[config.mk]
export PLATFORM = sky130hd
export DESIGN_NAME = alu_seq_muldiv
export DESIGN_NICKNAME = d
export VERILOG_FILES = /design/src/rtl/alu_seq_pkg.sv /design/src/rtl/alu_seq_muldiv_muldiv_iter.sv /design/src/rtl/alu_seq_muldiv.sv
export SDC_FILE = /design/constraint.sdc
export NUM_CORES = 1
export LEC_CHECK = 0
export ABC_CLOCK_PERIOD_IN_PS = 15100
export CORE_ASPECT_RATIO = 1.75
export CORE_UTILIZATION = 45
export CTS_BUF_LIST = sky130_fd_sc_hd__clkbuf_16
export DETAILED_ROUTE_END_ITERATION = 10
export SETUP_SLACK_MARGIN = 0.3
export SLEW_MARGIN = 20
export SYNTH_ARGS = -nofsm -noshare
export SYNTH_HDL_FRONTEND = slang
export SYNTH_SLANG_ARGS = --single-unit
[constraint.sdc]
create_clock -name clk -period 15.1 [get_ports clk]
set_clock_uncertainty 0.1 [all_clocks]
set_input_delay 3.775 -clock clk [delete_from_list [all_inputs] [get_ports clk]]
set_output_delay 3.775 -clock clk [all_outputs]
set_load 0.05 [all_outputs]
[src/rtl/alu_seq_pkg.sv]
// Shared decode constants, internal op/state enums and the opcode/funct decoder
// for the sequential ALU with iterative multiply/divide.
package alu_seq_pkg;

  localparam logic [5:0] OP_RTYPE = 6'h00;
  localparam logic [5:0] OP_LW    = 6'h23;
  localparam logic [5:0] OP_SW    = 6'h2B;
  localparam logic [5:0] OP_ADDI  = 6'h08;
  localparam logic [5:0] OP_BEQ   = 6'h04;
  localparam logic [5:0] OP_BNE   = 6'h05;
  localparam logic [5:0] OP_ANDI  = 6'h0C;
  localparam logic [5:0] OP_ORI   = 6'h0D;
  localparam logic [5:0] OP_SLTI  = 6'h0A;

  localparam logic [5:0] FN_ADD   = 6'h20;
  localparam logic [5:0] FN_ADDU  = 6'h21;
  localparam logic [5:0] FN_SUB   = 6'h22;
  localparam logic [5:0] FN_SUBU  = 6'h23;
  localparam logic [5:0] FN_AND   = 6'h24;
  localparam logic [5:0] FN_OR    = 6'h25;
  localparam logic [5:0] FN_XOR   = 6'h26;
  localparam logic [5:0] FN_NOR   = 6'h27;
  localparam logic [5:0] FN_SLT   = 6'h2A;
  localparam logic [5:0] FN_SLTU  = 6'h2B;
  localparam logic [5:0] FN_MULT  = 6'h18;
  localparam logic [5:0] FN_MULTU = 6'h19;
  localparam logic [5:0] FN_DIV   = 6'h1A;
  localparam logic [5:0] FN_DIVU  = 6'h1B;
  localparam logic [5:0] FN_MFHI  = 6'h10;
  localparam logic [5:0] FN_MFLO  = 6'h12;

  typedef enum logic [4:0] {
    ALU_ADD, ALU_ADDU, ALU_SUB, ALU_SUBU, ALU_AND, ALU_OR, ALU_XOR, ALU_NOR,
    ALU_SLT, ALU_SLTU, ALU_MULT, ALU_MULTU, ALU_DIV, ALU_DIVU, ALU_MFHI, ALU_MFLO,
    ALU_ILLEGAL
  } alu_op_e;

  typedef enum logic [1:0] {MD_IDLE, MD_BUSY, MD_FINISH} md_state_e;

  // Mult/div/mfhi/mflo fall back to illegal when the engine is not built.
  function automatic alu_op_e decodeOp(input logic [5:0] opcode, input logic [5:0] funct,
                                       input logic enMulDiv);
    alu_op_e op;
    op = ALU_ILLEGAL;
    case (opcode)
      OP_LW, OP_SW, OP_ADDI: op = ALU_ADD;
      OP_BEQ, OP_BNE:        op = ALU_SUB;
      OP_ANDI:               op = ALU_AND;
      OP_ORI:                op = ALU_OR;
      OP_SLTI:               op = ALU_SLT;
      OP_RTYPE: begin
        case (funct)
          FN_ADD:   op = ALU_ADD;
          FN_ADDU:  op = ALU_ADDU;
          FN_SUB:   op = ALU_SUB;
          FN_SUBU:  op = ALU_SUBU;
          FN_AND:   op = ALU_AND;
          FN_OR:    op = ALU_OR;
          FN_XOR:   op = ALU_XOR;
          FN_NOR:   op = ALU_NOR;
          FN_SLT:   op = ALU_SLT;
          FN_SLTU:  op = ALU_SLTU;
          FN_MULT:  op = enMulDiv ? ALU_MULT  : ALU_ILLEGAL;
          FN_MULTU: op = enMulDiv ? ALU_MULTU : ALU_ILLEGAL;
          FN_DIV:   op = enMulDiv ? ALU_DIV   : ALU_ILLEGAL;
          FN_DIVU:  op = enMulDiv ? ALU_DIVU  : ALU_ILLEGAL;
          FN_MFHI:  op = enMulDiv ? ALU_MFHI  : ALU_ILLEGAL;
          FN_MFLO:  op = enMulDiv ? ALU_MFLO  : ALU_ILLEGAL;
          default:  op = ALU_ILLEGAL;
        endcase
      end
      default: op = ALU_ILLEGAL;
    endcase
    return op;
  endfunction

endpackage

[src/rtl/alu_seq_muldiv_muldiv_iter.sv]
// Radix-2 iterative engine: shift-add multiply and restoring divide on operand
// magnitudes, with sign correction applied while in FINISH.
module muldiv_iter
  import alu_seq_pkg::*;
#(
  parameter int WIDTH = 32
) (
  input  logic             clk,
  input  logic             reset,
  input  logic             i_start,
  input  logic             i_signed,
  input  logic             i_isDiv,
  input  logic [WIDTH-1:0] i_a,
  input  logic [WIDTH-1:0] i_b,
  output logic             o_done,
  output logic [WIDTH-1:0] o_hi,
  output logic [WIDTH-1:0] o_lo
);

  localparam int CW = $clog2(WIDTH);

  md_state_e          r_state;
  logic [CW-1:0]      r_count;
  logic               r_isDiv, r_negRes, r_negA, r_divZero;
  logic [WIDTH-1:0]   r_aOrig, r_operand, r_upper, r_lower;

  logic [WIDTH-1:0]   w_absA, w_absB, w_nextUpper, w_nextLower;
  logic [WIDTH:0]     w_addSum, w_shift, w_diff;
  logic [2*WIDTH-1:0] w_prod, w_prodFix;

  assign w_absA = (i_signed && i_a[WIDTH-1]) ? -i_a : i_a;
  assign w_absB = (i_signed && i_b[WIDTH-1]) ? -i_b : i_b;

  // upper/lower double as product-high/multiplier for mult and remainder/quotient for div
  assign w_addSum = {1'b0, r_upper} + (r_lower[0] ? {1'b0, r_operand} : '0);
  assign w_shift  = {r_upper, r_lower[WIDTH-1]};
  assign w_diff   = w_shift - {1'b0, r_operand};

  always_comb begin
    w_nextUpper = '0;
    w_nextLower = '0;
    if (r_isDiv) begin
      if (!w_diff[WIDTH]) begin
        w_nextUpper = w_diff[WIDTH-1:0];
        w_nextLower = {r_lower[WIDTH-2:0], 1'b1};
      end else begin
        w_nextUpper = w_shift[WIDTH-1:0];
        w_nextLower = {r_lower[WIDTH-2:0], 1'b0};
      end
    end else begin
      w_nextUpper = w_addSum[WIDTH:1];
      w_nextLower = {w_addSum[0], r_lower[WIDTH-1:1]};
    end
  end

  assign w_prod    = {r_upper, r_lower};
  assign w_prodFix = r_negRes ? -w_prod : w_prod;

  // A zero divisor yields an all-ones quotient naturally; HI must carry the raw dividend.
  always_comb begin
    o_hi = w_prodFix[2*WIDTH-1:WIDTH];
    o_lo = w_prodFix[WIDTH-1:0];
    if (r_isDiv) begin
      if (r_divZero) begin
        o_hi = r_aOrig;
        o_lo = '1;
      end else begin
        o_hi = r_negA   ? -r_upper : r_upper;
        o_lo = r_negRes ? -r_lower : r_lower;
      end
    end
  end

  assign o_done = (r_state == MD_FINISH);

  always_ff @(posedge clk) begin
    if (reset) begin
      r_state   <= MD_IDLE;
      r_count   <= '0;
      r_isDiv   <= 1'b0;
      r_negRes  <= 1'b0;
      r_negA    <= 1'b0;
      r_divZero <= 1'b0;
      r_aOrig   <= '0;
      r_operand <= '0;
      r_upper   <= '0;
      r_lower   <= '0;
    end else begin
      case (r_state)
        MD_IDLE: begin
          if (i_start) begin
            r_isDiv   <= i_isDiv;
            r_negRes  <= i_signed && (i_a[WIDTH-1] ^ i_b[WIDTH-1]);
            r_negA    <= i_signed && i_a[WIDTH-1];
            r_divZero <= i_isDiv && (i_b == '0);
            r_aOrig   <= i_a;
            r_operand <= i_isDiv ? w_absB : w_absA;
            r_upper   <= '0;
            r_lower   <= i_isDiv ? w_absA : w_absB;
            r_count   <= '0;
            r_state   <= MD_BUSY;
          end
        end
        MD_BUSY: begin
          r_upper <= w_nextUpper;
          r_lower <= w_nextLower;
          r_count <= r_count + CW'(1);
          if (r_count == CW'(WIDTH - 1)) r_state <= MD_FINISH;
        end
        MD_FINISH: r_state <= MD_IDLE;
        default:   r_state <= MD_IDLE;
      endcase
    end
  end

endmodule

[src/rtl/alu_seq_muldiv.sv]
// Execute-stage ALU: single-cycle ops answered one cycle after accept, plus
// iterative mult/div writing the architectural HI/LO registers.
module alu_seq_muldiv
  import alu_seq_pkg::*;
#(
  parameter int WIDTH         = 32,
  parameter int ENABLE_MULDIV = 1
) (
  input  logic             clk,
  input  logic             reset,
  input  logic             in_valid,
  output logic             in_ready,
  input  logic [5:0]       opcode,
  input  logic [5:0]       func_field,
  input  logic [WIDTH-1:0] A,
  input  logic [WIDTH-1:0] B,
  output logic             out_valid,
  output logic [WIDTH-1:0] result,
  output logic             zero,
  output logic             overflow,
  output logic             illegal,
  output logic             busy,
  output logic [WIDTH-1:0] hi,
  output logic [WIDTH-1:0] lo
);

  alu_op_e          w_op;
  logic             w_accept, w_mdStart, w_mdDone, w_ovf, w_ill;
  logic [WIDTH-1:0] w_sum, w_diff, w_res, w_mdHi, w_mdLo;

  logic             r_inReady, r_busy, r_finish, r_outValid, r_zero, r_overflow, r_illegal;
  logic [WIDTH-1:0] r_result, r_hi, r_lo;

  assign w_op      = decodeOp(opcode, func_field, ENABLE_MULDIV != 0);
  assign w_accept  = in_valid && r_inReady;
  assign w_mdStart = w_accept && (w_op == ALU_MULT || w_op == ALU_MULTU ||
                                  w_op == ALU_DIV  || w_op == ALU_DIVU);
  assign w_sum     = A + B;
  assign w_diff    = A - B;

  always_comb begin
    w_res = '0;
    w_ovf = 1'b0;
    w_ill = 1'b0;
    case (w_op)
      ALU_ADD: begin
        w_res = w_sum;
        w_ovf = (A[WIDTH-1] == B[WIDTH-1]) && (w_sum[WIDTH-1] != A[WIDTH-1]);
      end
      ALU_ADDU: w_res = w_sum;
      ALU_SUB: begin
        w_res = w_diff;
        w_ovf = (A[WIDTH-1] != B[WIDTH-1]) && (w_diff[WIDTH-1] != A[WIDTH-1]);
      end
      ALU_SUBU:    w_res = w_diff;
      ALU_AND:     w_res = A & B;
      ALU_OR:      w_res = A | B;
      ALU_XOR:     w_res = A ^ B;
      ALU_NOR:     w_res = ~(A | B);
      ALU_SLT:     w_res = {{(WIDTH-1){1'b0}}, ($signed(A) < $signed(B))};
      ALU_SLTU:    w_res = {{(WIDTH-1){1'b0}}, (A < B)};
      ALU_MFHI:    w_res = r_hi;
      ALU_MFLO:    w_res = r_lo;
      ALU_ILLEGAL: w_ill = 1'b1;
      default:     w_res = '0;
    endcase
  end

  generate
    if (ENABLE_MULDIV != 0) begin : g_muldiv
      logic w_mdSigned, w_mdIsDiv;
      assign w_mdSigned = (w_op == ALU_MULT) || (w_op == ALU_DIV);
      assign w_mdIsDiv  = (w_op == ALU_DIV)  || (w_op == ALU_DIVU);

      muldiv_iter #(.WIDTH(WIDTH)) u_muldiv (
        .clk      (clk),
        .reset    (reset),
        .i_start  (w_mdStart),
        .i_signed (w_mdSigned),
        .i_isDiv  (w_mdIsDiv),
        .i_a      (A),
        .i_b      (B),
        .o_done   (w_mdDone),
        .o_hi     (w_mdHi),
        .o_lo     (w_mdLo)
      );
    end else begin : g_noMuldiv
      assign w_mdDone = 1'b0;
      assign w_mdHi   = '0;
      assign w_mdLo   = '0;
    end
  endgenerate

  // in_ready returns one cycle after the mult/div out_valid pulse, hence r_finish.
  always_ff @(posedge clk) begin
    if (reset) begin
      r_inReady  <= 1'b1;
      r_busy     <= 1'b0;
      r_finish   <= 1'b0;
      r_outValid <= 1'b0;
      r_result   <= '0;
      r_zero     <= 1'b0;
      r_overflow <= 1'b0;
      r_illegal  <= 1'b0;
      r_hi       <= '0;
      r_lo       <= '0;
    end else begin
      r_outValid <= 1'b0;
      r_finish   <= 1'b0;
      if (r_finish) begin
        r_inReady <= 1'b1;
        r_busy    <= 1'b0;
      end
      if (w_mdDone) begin
        r_hi       <= w_mdHi;
        r_lo       <= w_mdLo;
        r_result   <= w_mdLo;
        r_zero     <= ({w_mdHi, w_mdLo} == '0);
        r_overflow <= 1'b0;
        r_illegal  <= 1'b0;
        r_outValid <= 1'b1;
        r_finish   <= 1'b1;
      end else if (w_mdStart) begin
        r_inReady <= 1'b0;
        r_busy    <= 1'b1;
      end else if (w_accept) begin
        r_result   <= w_res;
        r_zero     <= (w_res == '0);
        r_overflow <= w_ovf;
        r_illegal  <= w_ill;
        r_outValid <= 1'b1;
      end
    end
  end

  assign in_ready  = r_inReady;
  assign busy      = r_busy;
  assign out_valid = r_outValid;
  assign result    = r_result;
  assign zero      = r_zero;
  assign overflow  = r_overflow;
  assign illegal   = r_illegal;
  assign hi        = r_hi;
  assign lo        = r_lo;

endmodule
==> summary.txt <==
Timing
  • Fin crit share: 0.650
  • Highest clock rate: 0.102 GHz
  • Min Tclk post-route: 9.82 ns
  • Final setup viols: 0
  • Final Slew Violations: 0
  • RSZ-0062 raised after global routing: no
  • Hold Violations, Final: 0
  • Final setup TNS: 0 ns
  • PnR worst setup slack: 5.28 ns
  • Worst-Margin Slew: 1.28 ns
  • Slew HR: 0.145

Logic synthesis
  • Post-synth top area cell: dfxtp_1
  • Synth top area cells: dfxtp_1 (20%), ha_1 (8.7%), a21oi_1 (7.7%)
  • Cells after synthesis: 3398
  • Synth top area share: 0.202
  • Syn avg cell area: 7.04 sq um
  • Sequential share of the synthesized area: 0.202
  • Top post-synthesis cells by count: nand2_1 (416), a21oi_1 (370), nor2_1 (354)
  • Syn Nets: 3647
  • FFs w/ async S/R, synth: 0
  • Synthesized cell area: 23900 sq um
  • Synth Flop Type: dfxtp_1
  • Syn. warnings: 0
  • Cell with the most instances after synthesis: nand2_1
  • Netlist cell types: 103
  • Register bit total from synthesis: 242
  • EDFF count, synth: 0

Detailed routing
  • Post-DRT Antenna Nets: 0
  • Drt first pass iters: 6
  • Initial DRC Count: 3290
  • Drt wl/cell: 30.8 um
  • Vias after detailed routing: 28300
  • Vias per cell: 6.85
  • Remaining DRCs: 0
  • Routed WL: 127000 um

Placement
  • Dpl hpwl: 98100 um
  • Port bufs: 180
  • Post-place setup slack: 5.12 ns
  • GPL Wtd Cong: 1.08

Setup path
  • Levels on crit path: 16
  • Critical Path Start: func_field[4]
  • R2r setup slk: 9.42 ns
  • Reg2reg path depth: 16
  • Slowest stage delay, CP: 0.97 ns
  • CP Data Arrival Time: 10.24 ns
  • Worst flop-to-flop path endpoint: zero
  • CP cell instances: clkdlybuf4s50_1, nor3b_1, and4_2, buf_4, a311oi_1, nor4_4, buf_4, a22o_1, a2111oi_0, o211ai_1, nor4_1, and4b_1, nand4_1, nor4_1, and4_2, a41o_1
  • Reg2reg start: g_muldiv.u_muldiv.r_lower[0]
  • Top delay family on crit path: simple AND/OR/NAND/NOR gates
  • CP Capture Point: zero
  • Kind of critical path: input pin to flop
  • CP Buf/Inv Count: 3
  • Crit end category: flop
  • Critical path's slowest cell: a311oi_1
  • CP Max Fanout: 68
  • Critical path launch point type: input pin
  • Critical path data required time: 15.52 ns

CTS
  • Cts repair resizes: 0
  • CTS tree: yes
  • CTS Buf Count: 26
  • H-tree level count: 1
  • CTS hold repair buffers: 0
  • Postcts setup bufs: 0
  • CTS Sinks: 242
  • Clk_lat worst skew: 0.61 ns
  • Clock Tree Root: clkbuf_16
  • Clock-pin slew on the worst setup and hold paths: 0.07 ns
  • Clock Tree Buf Depth: 3

Status
  • Status: finished clean

Floorplanning
  • Chip width: 176 um
  • Die ar.: 54100 sq um
  • Initial Utilization: 0.456
  • Row Count: 111
  • Core area: 52500 sq um
  • Num ports: 181
  • Chip Height: 307 um

Global routing
  • Total GRT Usage: 0.459
  • First-pass GRT wire length: 182000 um
  • Pin count of the biggest net entering global routing: 152
  • Grt total ovfl: 0
  • Vias in the first global route: 27700
  • Initial antenna violation count: 8

Pwr
  • Max IR drop VDD: 0.0000744 V
  • Seq pwr share: 0.377
  • Net Sw Frac: 0.337
  • Pwr per Cell Area: 64.0 nW/um^2
  • Leak Pwr: 0.0106 uW
  • Internal power: 1150 uW
  • Gate power share: 0.213
  • P_sw: 582 uW
  • Clock share of power: 0.410

Finish
  • Net count, final: 3672
  • Area growth syn-to-layout: 13.1%
  • Share of cells above drive strength 1: 0.0529

Worst hold path
  • Hold wc startpoint: g_muldiv.u_muldiv.r_operand[24]
  • Hold WC Path Type: flop to flop

Run
  • Max Cap Violations: 0
==> power by group through the flow <==
stage               Combinational [uW]  Clock (uW)  Sequential [uW]
global placement                   355           0              666
global route                       384         730              652
floorplan                          192           0              684
finish                             368         710              652
CTS                                356         709              651
detailed placement                 354           0              666
==> sequential cells by signal (all words and copies together), names as in the netlist, 2 cells and up <==
register and cells:
g_muldiv.u_muldiv.r_aOrig 32, g_muldiv.u_muldiv.r_count 5, g_muldiv.u_muldiv.r_lower 32, g_muldiv.u_muldiv.r_operand 32, g_muldiv.u_muldiv.r_state 2, g_muldiv.u_muldiv.r_upper 32, hi 32, lo 32
result 32
==> cells in the final DEF (no fill, tap or decap), drive strengths merged, types with 22 or more instances in the layout <==
cell / n
a21o: 49
nand2b: 23
nor2: 354
a211oi: 135
nand4: 34
o21bai: 22
o21ai: 171
nor4: 32
a21oi: 370
xor2: 33
nor2b: 22
clkbuf: 27
dfxtp: 242
a31oi: 33
xnor2: 132
nand2: 419
a22oi: 43
buf: 59
nand3: 68
ha: 166
or3: 39
inv: 166
clkdlybuf4s50: 179
nor3: 77
mux2i: 72
o211ai: 72
o31ai: 48
==> tightest hold or removal path: stages (launching register included) <==
cell     delay [ns]
dfxtp_1        0.31
nand2_1        0.05
a21oi_1        0.05
==> metrics by stage <==
step	utilization	cells	cell area [sq um]	power [uW]	hold WS, ns
4_1_cts	0.515	4120	27000	1720	0.354
5_1_grt	0.515	4122	27000	1770	0.376
3_3_place_gp	0.498	4073	26100	1020	0.344
6_report	0.515	4125	27000	1730	0.358
3_5_place_dp	0.498	4073	26100	1020	0.347
2_1_floorplan	-	3398	23900	876	0.332
==> per-layer routing <==
metal / wire length [um] / GRT usage / vias up / share of wire
met5: 36 / 0 / - / 0.00028
met4: 14000 / 0.434 / 6 / 0.11
met3: 10800 / 0.103 / 642 / 0.085
met2: 59100 / 0.771 / 1748 / 0.47
met1: 43000 / 0.467 / 13400 / 0.34
li1: - / - / 12400 / -
==> kinds of logic after synthesis <==
group                      synth area share
muxes                                0.0306
DFF                                   0.203
buffers and inverters                0.0681
AOI/OAI and AO/OA                     0.318
and+or+nand+nor                       0.230
adders and majority gates            0.0902
xor gates and xnor gates             0.0604
==> area by class of cell <==
type	count	area (sq um)
diodes	5	12.5
clock buffers	27	676
clock inverters	20	219
fillers	5231	25400
inverters	163	612
multi-input cells	2752	17600
flip-flops and latches	242	4850
well taps	678	848
repair buffers	238	2250
==> how the worst min path moves through the flow <==
stage               cells past startpoint                               to
global route                            2   g_muldiv.u_muldiv.r_operand[3]
global placement                        2  g_muldiv.u_muldiv.r_operand[25]
CTS                                     2  g_muldiv.u_muldiv.r_operand[25]
detailed placement                      2  g_muldiv.u_muldiv.r_operand[25]
finish                                  2  g_muldiv.u_muldiv.r_operand[24]
floorplan                               2  g_muldiv.u_muldiv.r_operand[10]
Note: power is estimated with default switching activity, not from simulation.
